==> src/rtl/uart_pkg.sv <==
// Shared UART definitions: receiver state encoding, default frame geometry
// and the line levels of the start/stop bits (common to transmitter and receiver).
package uart_pkg;

  typedef enum logic [1:0] {
    IDLE,
    STARTING,
    RECEIVING
  } rx_state_e;

  localparam int unsigned UART_WORD_SIZE  = 8;
  localparam int unsigned UART_OVERSAMPLE = 8;

  localparam logic START_BIT = 1'b0;
  localparam logic STOP_BIT  = 1'b1;

endpackage

==> src/rtl/uart_rx_sync.sv <==
// Two-flop synchronizer for the asynchronous serial line; resets to the idle
// (high) level so no false start is seen coming out of reset.
module uart_rx_sync (
  input  logic CLOCK,
  input  logic RESET,
  input  logic d,
  output logic q
);

  logic [1:0] sync_q;

  always_ff @(posedge CLOCK or negedge RESET) begin
    if (!RESET) sync_q <= '1;
    else        sync_q <= {sync_q[0], d};
  end

  assign q = sync_q[1];

endmodule

==> src/rtl/uart_rx.sv <==
// UART receiver: oversampled start detection, mid-bit sampling of LSB-first
// data and stop bit, with a ready/read handshake and overrun/framing flags.
module uart_rx
  import uart_pkg::*;
#(
  parameter int unsigned WORD_SIZE  = UART_WORD_SIZE,
  parameter int unsigned OVERSAMPLE = UART_OVERSAMPLE
) (
  input  logic                 CLOCK,
  input  logic                 RESET,
  input  logic                 SAMPLE_TICK,
  input  logic                 SERIAL_IN,
  input  logic                 READ_NOT_READY_IN,
  output logic [WORD_SIZE-1:0] RCV_DATAREG,
  output logic                 READ_NOT_READY_OUT,
  output logic                 ERROR1,
  output logic                 ERROR2
);

  localparam int unsigned SC_W = $clog2(OVERSAMPLE);
  localparam int unsigned BC_W = $clog2(WORD_SIZE + 1);
  localparam logic [SC_W-1:0] SC_HALF = SC_W'(OVERSAMPLE / 2 - 1);
  localparam logic [SC_W-1:0] SC_LAST = SC_W'(OVERSAMPLE - 1);
  localparam logic [BC_W-1:0] BC_STOP = BC_W'(WORD_SIZE);

  logic rx_s;

  rx_state_e            state_q, state_d;
  logic [SC_W-1:0]      sample_cnt_q, sample_cnt_d;
  logic [BC_W-1:0]      bit_cnt_q, bit_cnt_d;
  logic [WORD_SIZE-1:0] shift_q, shift_d;
  logic [WORD_SIZE-1:0] data_q, data_d;
  logic                 ready_q, ready_d;
  logic                 err1_q, err1_d;
  logic                 err2_q, err2_d;

  uart_rx_sync u_sync (
    .CLOCK (CLOCK),
    .RESET (RESET),
    .d     (SERIAL_IN),
    .q     (rx_s)
  );

  always_comb begin
    state_d      = state_q;
    sample_cnt_d = sample_cnt_q;
    bit_cnt_d    = bit_cnt_q;
    shift_d      = shift_q;
    data_d       = data_q;
    ready_d      = ready_q;
    err1_d       = err1_q;
    err2_d       = err2_q;

    // A host read clears ready; a frame completing in the same cycle overrides it below.
    if (READ_NOT_READY_IN) ready_d = 1'b0;

    if (SAMPLE_TICK) begin
      unique case (state_q)
        IDLE: begin
          if (rx_s == START_BIT) begin
            state_d      = STARTING;
            sample_cnt_d = '0;
          end
        end
        STARTING: begin
          if (rx_s != START_BIT) begin
            state_d = IDLE;
          end else if (sample_cnt_q == SC_HALF) begin
            state_d      = RECEIVING;
            sample_cnt_d = '0;
            bit_cnt_d    = '0;
          end else begin
            sample_cnt_d = sample_cnt_q + SC_W'(1);
          end
        end
        RECEIVING: begin
          if (sample_cnt_q != SC_LAST) begin
            sample_cnt_d = sample_cnt_q + SC_W'(1);
          end else begin
            sample_cnt_d = '0;
            if (bit_cnt_q != BC_STOP) begin
              shift_d              = shift_q >> 1;
              shift_d[WORD_SIZE-1] = rx_s;
              bit_cnt_d            = bit_cnt_q + BC_W'(1);
            end else begin
              state_d = IDLE;
              data_d  = shift_q;
              ready_d = 1'b1;
              err2_d  = (rx_s != STOP_BIT);
              err1_d  = ready_q & ~READ_NOT_READY_IN;
            end
          end
        end
        default: state_d = IDLE;
      endcase
    end
  end

  always_ff @(posedge CLOCK or negedge RESET) begin
    if (!RESET) begin
      state_q      <= IDLE;
      sample_cnt_q <= '0;
      bit_cnt_q    <= '0;
      shift_q      <= '0;
      data_q       <= '0;
      ready_q      <= 1'b0;
      err1_q       <= 1'b0;
      err2_q       <= 1'b0;
    end else begin
      state_q      <= state_d;
      sample_cnt_q <= sample_cnt_d;
      bit_cnt_q    <= bit_cnt_d;
      shift_q      <= shift_d;
      data_q       <= data_d;
      ready_q      <= ready_d;
      err1_q       <= err1_d;
      err2_q       <= err2_d;
    end
  end

  assign RCV_DATAREG        = data_q;
  assign READ_NOT_READY_OUT = ready_q;
  assign ERROR1             = err1_q;
  assign ERROR2             = err2_q;

endmodule
==> config.mk <==
export PLATFORM = sky130hd
export DESIGN_NAME = uart_rx
export DESIGN_NICKNAME = d
export VERILOG_FILES = /design/src/rtl/uart_pkg.sv /design/src/rtl/uart_rx_sync.sv /design/src/rtl/uart_rx.sv
export SDC_FILE = /design/constraint.sdc
export NUM_CORES = 1
export LEC_CHECK = 0
export ABC_AREA = 1
export BUFFER_PORTS_ARGS = -buffer_cell sky130_fd_sc_hd__buf_2
export CORE_ASPECT_RATIO = 1.75
export CORE_MARGIN = 3
export CORE_UTILIZATION = 48
export DETAILED_ROUTE_END_ITERATION = 8
export PLACE_DENSITY = 0.71
export SLEW_MARGIN = 10
export SYNTH_ARGS = -nofsm -noshare
export SYNTH_HDL_FRONTEND = slang
export SYNTH_SLANG_ARGS = --single-unit
export TNS_END_PERCENT = 100
==> constraint.sdc <==
create_clock -name CLOCK -period 2.45 [get_ports CLOCK]
set_clock_uncertainty 0.05 [all_clocks]
set_input_delay 0.245 -clock CLOCK [delete_from_list [all_inputs] [get_ports CLOCK]]
set_output_delay 0.245 -clock CLOCK [all_outputs]
set_load 0.05 [all_outputs]
# == Word-level counts from Yosys, hierarchy flattened ==
# Cells that the tools add are included.
# totals
elab_cells,57
register_bits,30
# op_classes
n_reduce_logical,8
muxes,21
bitwise,5
eq_ne,12
n_addsub,2
# op_table
op,n
2-to-1 mux 4 bit,4
2-to-1 mux 3 bit,4
inequality test 2 bit (second input constant),6
AND reduction 4 bit,3
2-to-1 mux 2 bit,5
case mux 3 bit (3 select lines),1
case mux 4 bit (2 select lines),1
case mux 2 bit (3 select lines),1
AND reduction 6 bit,1
2-to-1 mux 1 bit,5
AND reduction 5 bit,1
adder 4 x 1 -> 4 bit (second input constant),1
inequality test 4 bit (second input constant),1
inverter 1 bit,4
adder 3 x 1 -> 3 bit (second input constant),1
== test 3 x 2 -> 1 bit (second input constant),1
inequality test 3 x 2 -> 1 bit (second input constant),1
inequality test 3 bit (second input constant),1
nonzero test 3 bit,1
== test 2 x 1 -> 1 bit (second input constant),1
== test 2 bit (second input constant),1
logical NOT 2 bit,1
nonzero test 2 bit,1
AND 1 bit,1

# == Depth between registers and ports, before layout ==
# Gate-level depths: netlist (run 1).
# logic_depth
ltp_word,5
mapped_depth,9
mapped_depth_nobuf,9

# == Hierarchy ==
# Synthesis (run 1) repeated with hierarchy kept, for this count alone.
# hier_totals
cells_unflattened,173
hier_area_um2,1491.4
# modules_own_cells
module,seq_area_each_um2,cells_per_inst,area_per_inst_um2,n_inst
uart_rx,700.7,171,1438.9,1
uart_rx_sync,52.6,2,52.6,1

# == Least setup slack after synthesis (run 1) ==
# OpenSTA, ideal clock, no wires.
# synth_timing
path_type,flip-flop to flip-flop
from,register state_q[0]
to,register err1_q (netlist: ERROR1)
slack_ns,1.024
path_buffers,1
t_required_ns,2.280
stages_incl_launch_ff,9
arrival_time_ns,1.256
setup_time_ns,0.120
cell_sequence,dfrtp_1 inv_1 ha_1 inv_2 nor2_4 nand2_2 buf_6 nand2_1 o21ai_2
# synth_via
elab_chain_len,2
# synth_lines
item,line,rtl
from (decl),uart_rx.sv:28,"rx_state_e state_q, state_d;"
from (signal assigned),uart_rx.sv:110,state_q <= state_d;
== test 2 bit,uart_rx.sv:58,unique case (state_q)
AND reduction 4 bit (no line),n/a,
to (signal assigned),uart_rx.sv:116,err1_q <= err1_d;
to (decl),uart_rx.sv:34,"logic err1_q, err1_d;"
# Every way passes these cells.
# A chain may end at the register's enable or synchronous reset.

# == Final worst setup path (run 1) ==
# layout_timing
from,register state_q[0]
to,register data_q[7] (netlist: RCV_DATAREG[7])
# layout_via
elab_chain_len,2
# layout_lines
item,line,rtl
== test 2 bit,uart_rx.sv:58,
AND reduction 4 bit (no line),n/a,
to (signal assigned),uart_rx.sv:114,data_q <= data_d;
to (decl),uart_rx.sv:32,"logic [WORD_SIZE-1:0] data_q, data_d;"
# Every way passes these cells.

==> flow_summary.toml, run 1 <==
[final_layout]
final_area_mm2 = 0.00175
drive_gt1_share_pct = 21.4
nets = 212
antenna_cells = 0
syn_to_final_growth_pct = 14.6

[clocking]
cts_tree = "yes"
clock_latency_ns = 0.28
path_clk_slew_ns = 0.06
postCtsSetupBuffers = 0
cts.sinks = 30
htreeDepth = 2
cts_made_buffers = 5
cts-root-buf = "clkbuf_8"
clock_path_buffers = 2
cts.repair.resized = 0

[pwr]
vdd_drop_max_uv = 467
leakage_nw = 0.908
power_density_mw_per_mm2 = 680

[sta]
min_period_ns = 1.75
period_share_pct = 71.6
setup_tns_ns = 0
worstMarginPinSlew_ns = 0.646
hold_viol_final = 0
drv_slew = 0
finalSetupViolations = 0
worst_slack_ns = 0.696
fmax_mhz = 570
rsz0062_at_grt = "no"
slew_headroom_pct = 56.9

[placement]
place_hpwl_um = 2060
placed_cell_area_mm2 = 0.00162
gp_congestion = 0.779
dp_slack_ns = 0.712
port_buffers = 15

[die]
core_area_mm2 = 0.00299
dieHeight_um = 80.7
pin_count = 16
die_area_mm2 = 0.00393
die_w_um = 48.7
initial_core_util_pct = 51.1
rows = 26

[synthesis]
yosys_warnings = 0
syn_area_mm2 = 0.00153
yosysSeqAreaShare_pct = 49.2
syn_nets = 191
ys_seq_elements = 30
yosysUniqueCellTypes = 18
avgSynthCellArea_um2 = 8.79
synthCells = 174

[critical_path]
endpoint_kind = "flip-flop"
crit_arrival_ns = 1.86
path_buf_inv = 2
cpLargestDelayFamily = "simple AND/OR/NAND/NOR gates"
cp_cell_sequence = "inv_1 -> ha_1 -> inv_2 -> nor2_4 -> nand2_2 -> nand2_1 -> o21ai_2"
critPathKind = "reg -> reg"
crit_path_start_kind = "flip-flop"
cp.required_ns = 2.55
crit_slowest_cell = "dfrtp_1"
slowest_delay_ns = 0.42
cp_max_fo = 20

[route]
drtIter0Drc = 30
via_count = 1148
firstDrtPassIters = 4
viasPerCell = 4.82
ant_nets = 0
drc = 0
wl_per_cell_um = 11.5
wl_um = 2740

[global_route]
grt_pass1_vias = 1145
antenna_found_initial = 0
grt_pass1_wl_um = 4880
track_usage_pct = 16.8
grt_overflow = 0
grt_max_degree = 31

[status]
outcome = "finished clean"

[min_path]
min_path_type = "in -> reg"

[job]
cap_violations = 0
-- state kept, by name (all words and copies together), names as in the netlist --
| signal | cells |
|---|---|
| RCV_DATAREG | 8 |
| ERROR2 | 1 |
| state_q | 2 |
| READ_NOT_READY_OUT | 1 |
| bit_cnt_q | 4 |
| shift_q | 8 |
| ERROR1 | 1 |
| u_sync.sync_q | 2 |
| sample_cnt_q | 3 |
-- cells by family (layout without fill, tap and decap cells) --
group	after synthesis	count (layout)	synth area share, %
AO/OA/AOI/OAI	23	23	9.98
XOR/XNOR	1	1	0.572
adder cells (fa/ha/maj)	12	12	9.81
buffers and inverters	26	48	7.85
flip-flops	30	30	49.2
AND/OR/NAND/NOR	82	82	22.6
-- synthesized netlist by cell type --
library cell	n	share of area, %
a21oi_2	1	0.57
buf_6	3	2.2
dfrtp_1	28	46
dfstp_2	2	3.4
ha_1	12	9.8
inv_1	20	4.9
inv_2	3	0.74
nand2_1	60	15
nand2_2	1	0.41
nand3_1	6	2.0
nand3_2	2	1.3
nand4_1	3	1.2
nor2_1	9	2.2
nor2_4	1	0.74
o21ai_0	6	2.0
o21ai_1	7	2.3
o21ai_2	9	5.2
xor2_1	1	0.57
-- worst min-delay path, stage by stage --
cell     delay (ns)
buf_2          0.07
inv_1          0.03
nand2_1        0.08
nand2_1        0.06
-- layout make-up --
class                   instances  area [µm²]
flip-flops and latches         30         753
multi-input cells             118         657
well taps                      42        52.6
inverters                      23        86.3
fillers                       284        1240
clock buffers                   8         110
repair buffers                 17        95.1
-- stage by stage --
step	std cells	total power (W)	utilization, %	hold slack, ns
global route	238	0.00128	58.6	0.214
detailed placement	228	0.000739	54.3	0.273
floorplan	174	0.000681	-	-0.101
global placement	228	0.000726	54.3	0.254
finish	238	0.00119	58.6	0.209
CTS	238	0.00121	58.6	0.201
-- path summary, 6_finish.rpt --
check                      cells after the start                       start  slack [ns]                           end
max                                            7      state_q[0]$_DFFE_PN0P_        0.70    RCV_DATAREG[7]$_DFFE_PN0P_
min                                            4           READ_NOT_READY_IN        0.21  READ_NOT_READY_OUT$_DFF_PN0_
max reg2reg                                    7      state_q[0]$_DFFE_PN0P_        0.70    RCV_DATAREG[7]$_DFFE_PN0P_
min reg2reg                                    0  u_sync.sync_q[0]$_DFF_PN1_        0.30    u_sync.sync_q[1]$_DFF_PN1_
max in group asynchronous                      2                       RESET        1.46   sample_cnt_q[2]$_DFFE_PN0P_
min in group asynchronous                      2                       RESET        0.47        shift_q[7]$_DFFE_PN0P_
-- per-layer routing --
metal,up-vias,track usage [%],part of all wire [%]
met2,25,31.1,52
li1,581,-,-
met5,-,0,0
met3,9,5.38,4.5
met4,0,10.8,3.2
met1,533,15.4,40
-- power by group --
group          leakage [nW]  switching (W)  internal (W)
clock                0.0575       0.000176      0.000283
combinational         0.446       0.000124     0.0000678
sequential            0.405      0.0000223      0.000519
total                 0.908       0.000323      0.000870
-- timing repair --
action	in CTS	in global routing
hold buffers	2	0
hold endpoints to repair	29	0
endpoints found under the setup margin	0	0
-- cells in the final DEF, fill, tap and decap left out --
master and n:
inv_2 3, nor2_1 9, xor2_1 1, nand3_2 2, nand2_2 1, a21oi_2 1, clkbuf_8 8, dfrtp_1 28
buf_2 15, nand3_1 6, nor2_4 1, o21ai_2 9, o21ai_0 6, dlygate4sd3_1 2, dfstp_2 2, o21ai_1 7
nand4_1 3, inv_1 20, ha_1 12, nand2_1 60
No activity file was read; power rests on OpenSTA's default activity.
==> run 2: changes to the inputs <==
PLACE_DENSITY = 0.74   (was 0.71)
clock period = 1.5 ns   (was 2.45 ns; I/O delays follow)
==> run 2 against run 1 <==
Flip-flop and latch count unchanged. Design area up 17%. Sequential power up 64%. Critical path depth up 2. Sequential share of layout area down 6.0 points. Register-to-register slack worse by 0.69 ns. Cell count up 4.6%. Largest cell class is now multi-input combinational cells. Highest routed layer unchanged.
==> flow_summary.toml, run 2 (same netlist as run 1, synthesis figures left out) <==
[status]
outcome = "finished clean"

[route]
drtIter0Drc = 44
wl_um = 3540
wl_per_cell_um = 14.2
firstDrtPassIters = 4
drc = 0
viasPerCell = 5.13
via_count = 1278
ant_nets = 0

[final_layout]
multi_input_area_um2 = 852
final_common_cell = "nand2_1"
fillCellCount = 236
syn_to_final_growth_pct = 33.6
antenna_cells = 0
nets = 223
instances_no_fill = 249
final_area_mm2 = 0.00204
final_util_pct = 68.3
drive_gt1_share_pct = 40.1
mostFrequentLayoutCells = "nand2_1, dfrtp_1, inv_1, buf_2, o21ai_2"
seq_area_um2 = 756

[global_route]
grt_max_degree = 31
met3_usage_pct = 5.19
antenna_found_initial = 0
gr-usage-met1_pct = 17.5
grt_pass1_vias = 1182
track_usage_pct = 17.3
grt_pass1_wl_um = 5100
grt_busiest_layer = "met2"
use_met2_pct = 31.7
grt_overflow = 0

[sta]
min_period_ns = 1.49
fmax_mhz = 671
slew_headroom_pct = 55.5
finalSetupViolations = 0
rsz0062_at_grt = "yes"
drv_slew = 0
setup_tns_ns = 0
worstMarginPinSlew_ns = 0.668
hold_viol_final = 0
period_share_pct = 99.3

[min_path]
hold_depth = 4
min_path_type = "in -> reg"
min_from = "READ_NOT_READY_IN"
holdPathEnd = "ERROR1$_DFFE_PN0P_"

[critical_path]
r2r-start = "sample_cnt_q[1]$_DFFE_PN0P_"
critPathKind = "reg -> reg"
r2r_slack_ns = 0.01
cp.required_ns = 1.63
slowest_delay_ns = 0.42
crit_arrival_ns = 1.62
endpoint_kind = "flip-flop"
crit_path_start_kind = "flip-flop"
cp_cell_sequence = "ha_4 -> ha_4 -> inv_1 -> nand2_1 -> nand2_1 -> nor2_4 -> nand2_4 -> nand2_1 -> nand2_1"
crit_slowest_cell = "dfrtp_1"
crit_top_cell = "nand2_1"
regToRegEndpoint = "bit_cnt_q[2]$_DFFE_PN0P_"
ff2ff_path_depth = 9
cp_max_fo = 4

[pwr]
vdd_drop_max_uv = 776
power_density_mw_per_mm2 = 1050
leakage_nw = 0.997

[placement]
port_buffers = 15
placed_cells = 233
place_hpwl_um = 2100
placed_cell_area_mm2 = 0.00167
gp_congestion = 0.909

[clocking]
clock_latency_ns = 0.29
cts_made_buffers = 5
cts-root-buf = "clkbuf_8"
cts_tree = "yes"
path_clk_slew_ns = 0.06
htreeDepth = 2
clock_path_buffers = 2
cts.sinks = 30

[die]
die_w_um = 48.7
pin_count = 16
rows = 26
initial_core_util_pct = 51.1
die_area_mm2 = 0.00393
dieHeight_um = 80.7
core_area_mm2 = 0.00299

[job]
cap_violations = 0
[run 2: final cells by class]
class	instances	share of cell area [%]
Sequential cell	30	37.0
Clock inverter	1	0.245
Tap cell	42	2.57
Clock buffer	7	4.22
Inverter	23	4.35
Timing Repair Buffer	27	9.98
Multi-Input combinational cell	119	41.7
[run 2: worst max path at each step]
| stage | start | to | slack, ns | cells after the start |
|---|---|---|---|---|
| 3_5_place_dp | state_q[0]$_DFFE_PN0P_ | ERROR2$_DFFE_PN0P_ | -0.06 | 8 |
| 2_1_floorplan | state_q[0]$_DFFE_PN0P_ | ERROR1$_DFFE_PN0P_ | 0.07 | 8 |
| 5_1_grt | sample_cnt_q[1]$_DFFE_PN0P_ | bit_cnt_q[0]$_DFFE_PN0P_ | -0.04 | 9 |
| 3_3_place_gp | state_q[0]$_DFFE_PN0P_ | RCV_DATAREG[7]$_DFFE_PN0P_ | -0.004 | 8 |
| 4_1_cts | sample_cnt_q[0]$_DFFE_PN0P_ | shift_q[7]$_DFFE_PN0P_ | -0.04 | 7 |
| 6_report | sample_cnt_q[1]$_DFFE_PN0P_ | bit_cnt_q[2]$_DFFE_PN0P_ | 0.01 | 9 |
[run 2: per-layer routing]
layer | part of all wire [%] | up-vias
met5 | 0 | -
met4 | 2.6 | 0
met3 | 4.3 | 10
met2 | 57 | 34
met1 | 36 | 625
li1 | - | 609
[run 2: worst max-delay path: cells and delay by family, from the launching register on]
| family | cells | cell delay [ns] |
|---|---|---|
| simple gates | 6 | 0.50 |
| fa+ha+maj | 2 | 0.33 |
| buf+inv | 1 | 0.07 |
| flops | 1 | 0.42 |
[run 2: per-stage QoR]
stage | hold slack, ns | power, W | setup WS [ns]
final | 0.0982 | 0.00214 | 0.00997
after global placement | 0.157 | 0.00125 | -0.00387
after CTS | 0.0989 | 0.00194 | -0.0443
after floorplan | -0.196 | 0.00111 | 0.0743
after global routing | 0.102 | 0.00226 | -0.0427
after detailed placement | 0.165 | 0.00126 | -0.0622
[run 2: what timing repair did]
item | in CTS | in global routing
pin swaps | 0 | 17
cloned | 0 | 2
resized for setup | 2 | 52
endpoints found under the hold margin | 29 | 0
hold buffers | 2 | 0
setup buffers | 0 | 4
setup endpoints to repair | 16 | 28
[run 2: where the power goes]
part           internal [W]  switching, W
Clock              0.000369      0.000307
Sequential         0.000848     0.0000390
Combinational      0.000243      0.000330
Total               0.00146      0.000676
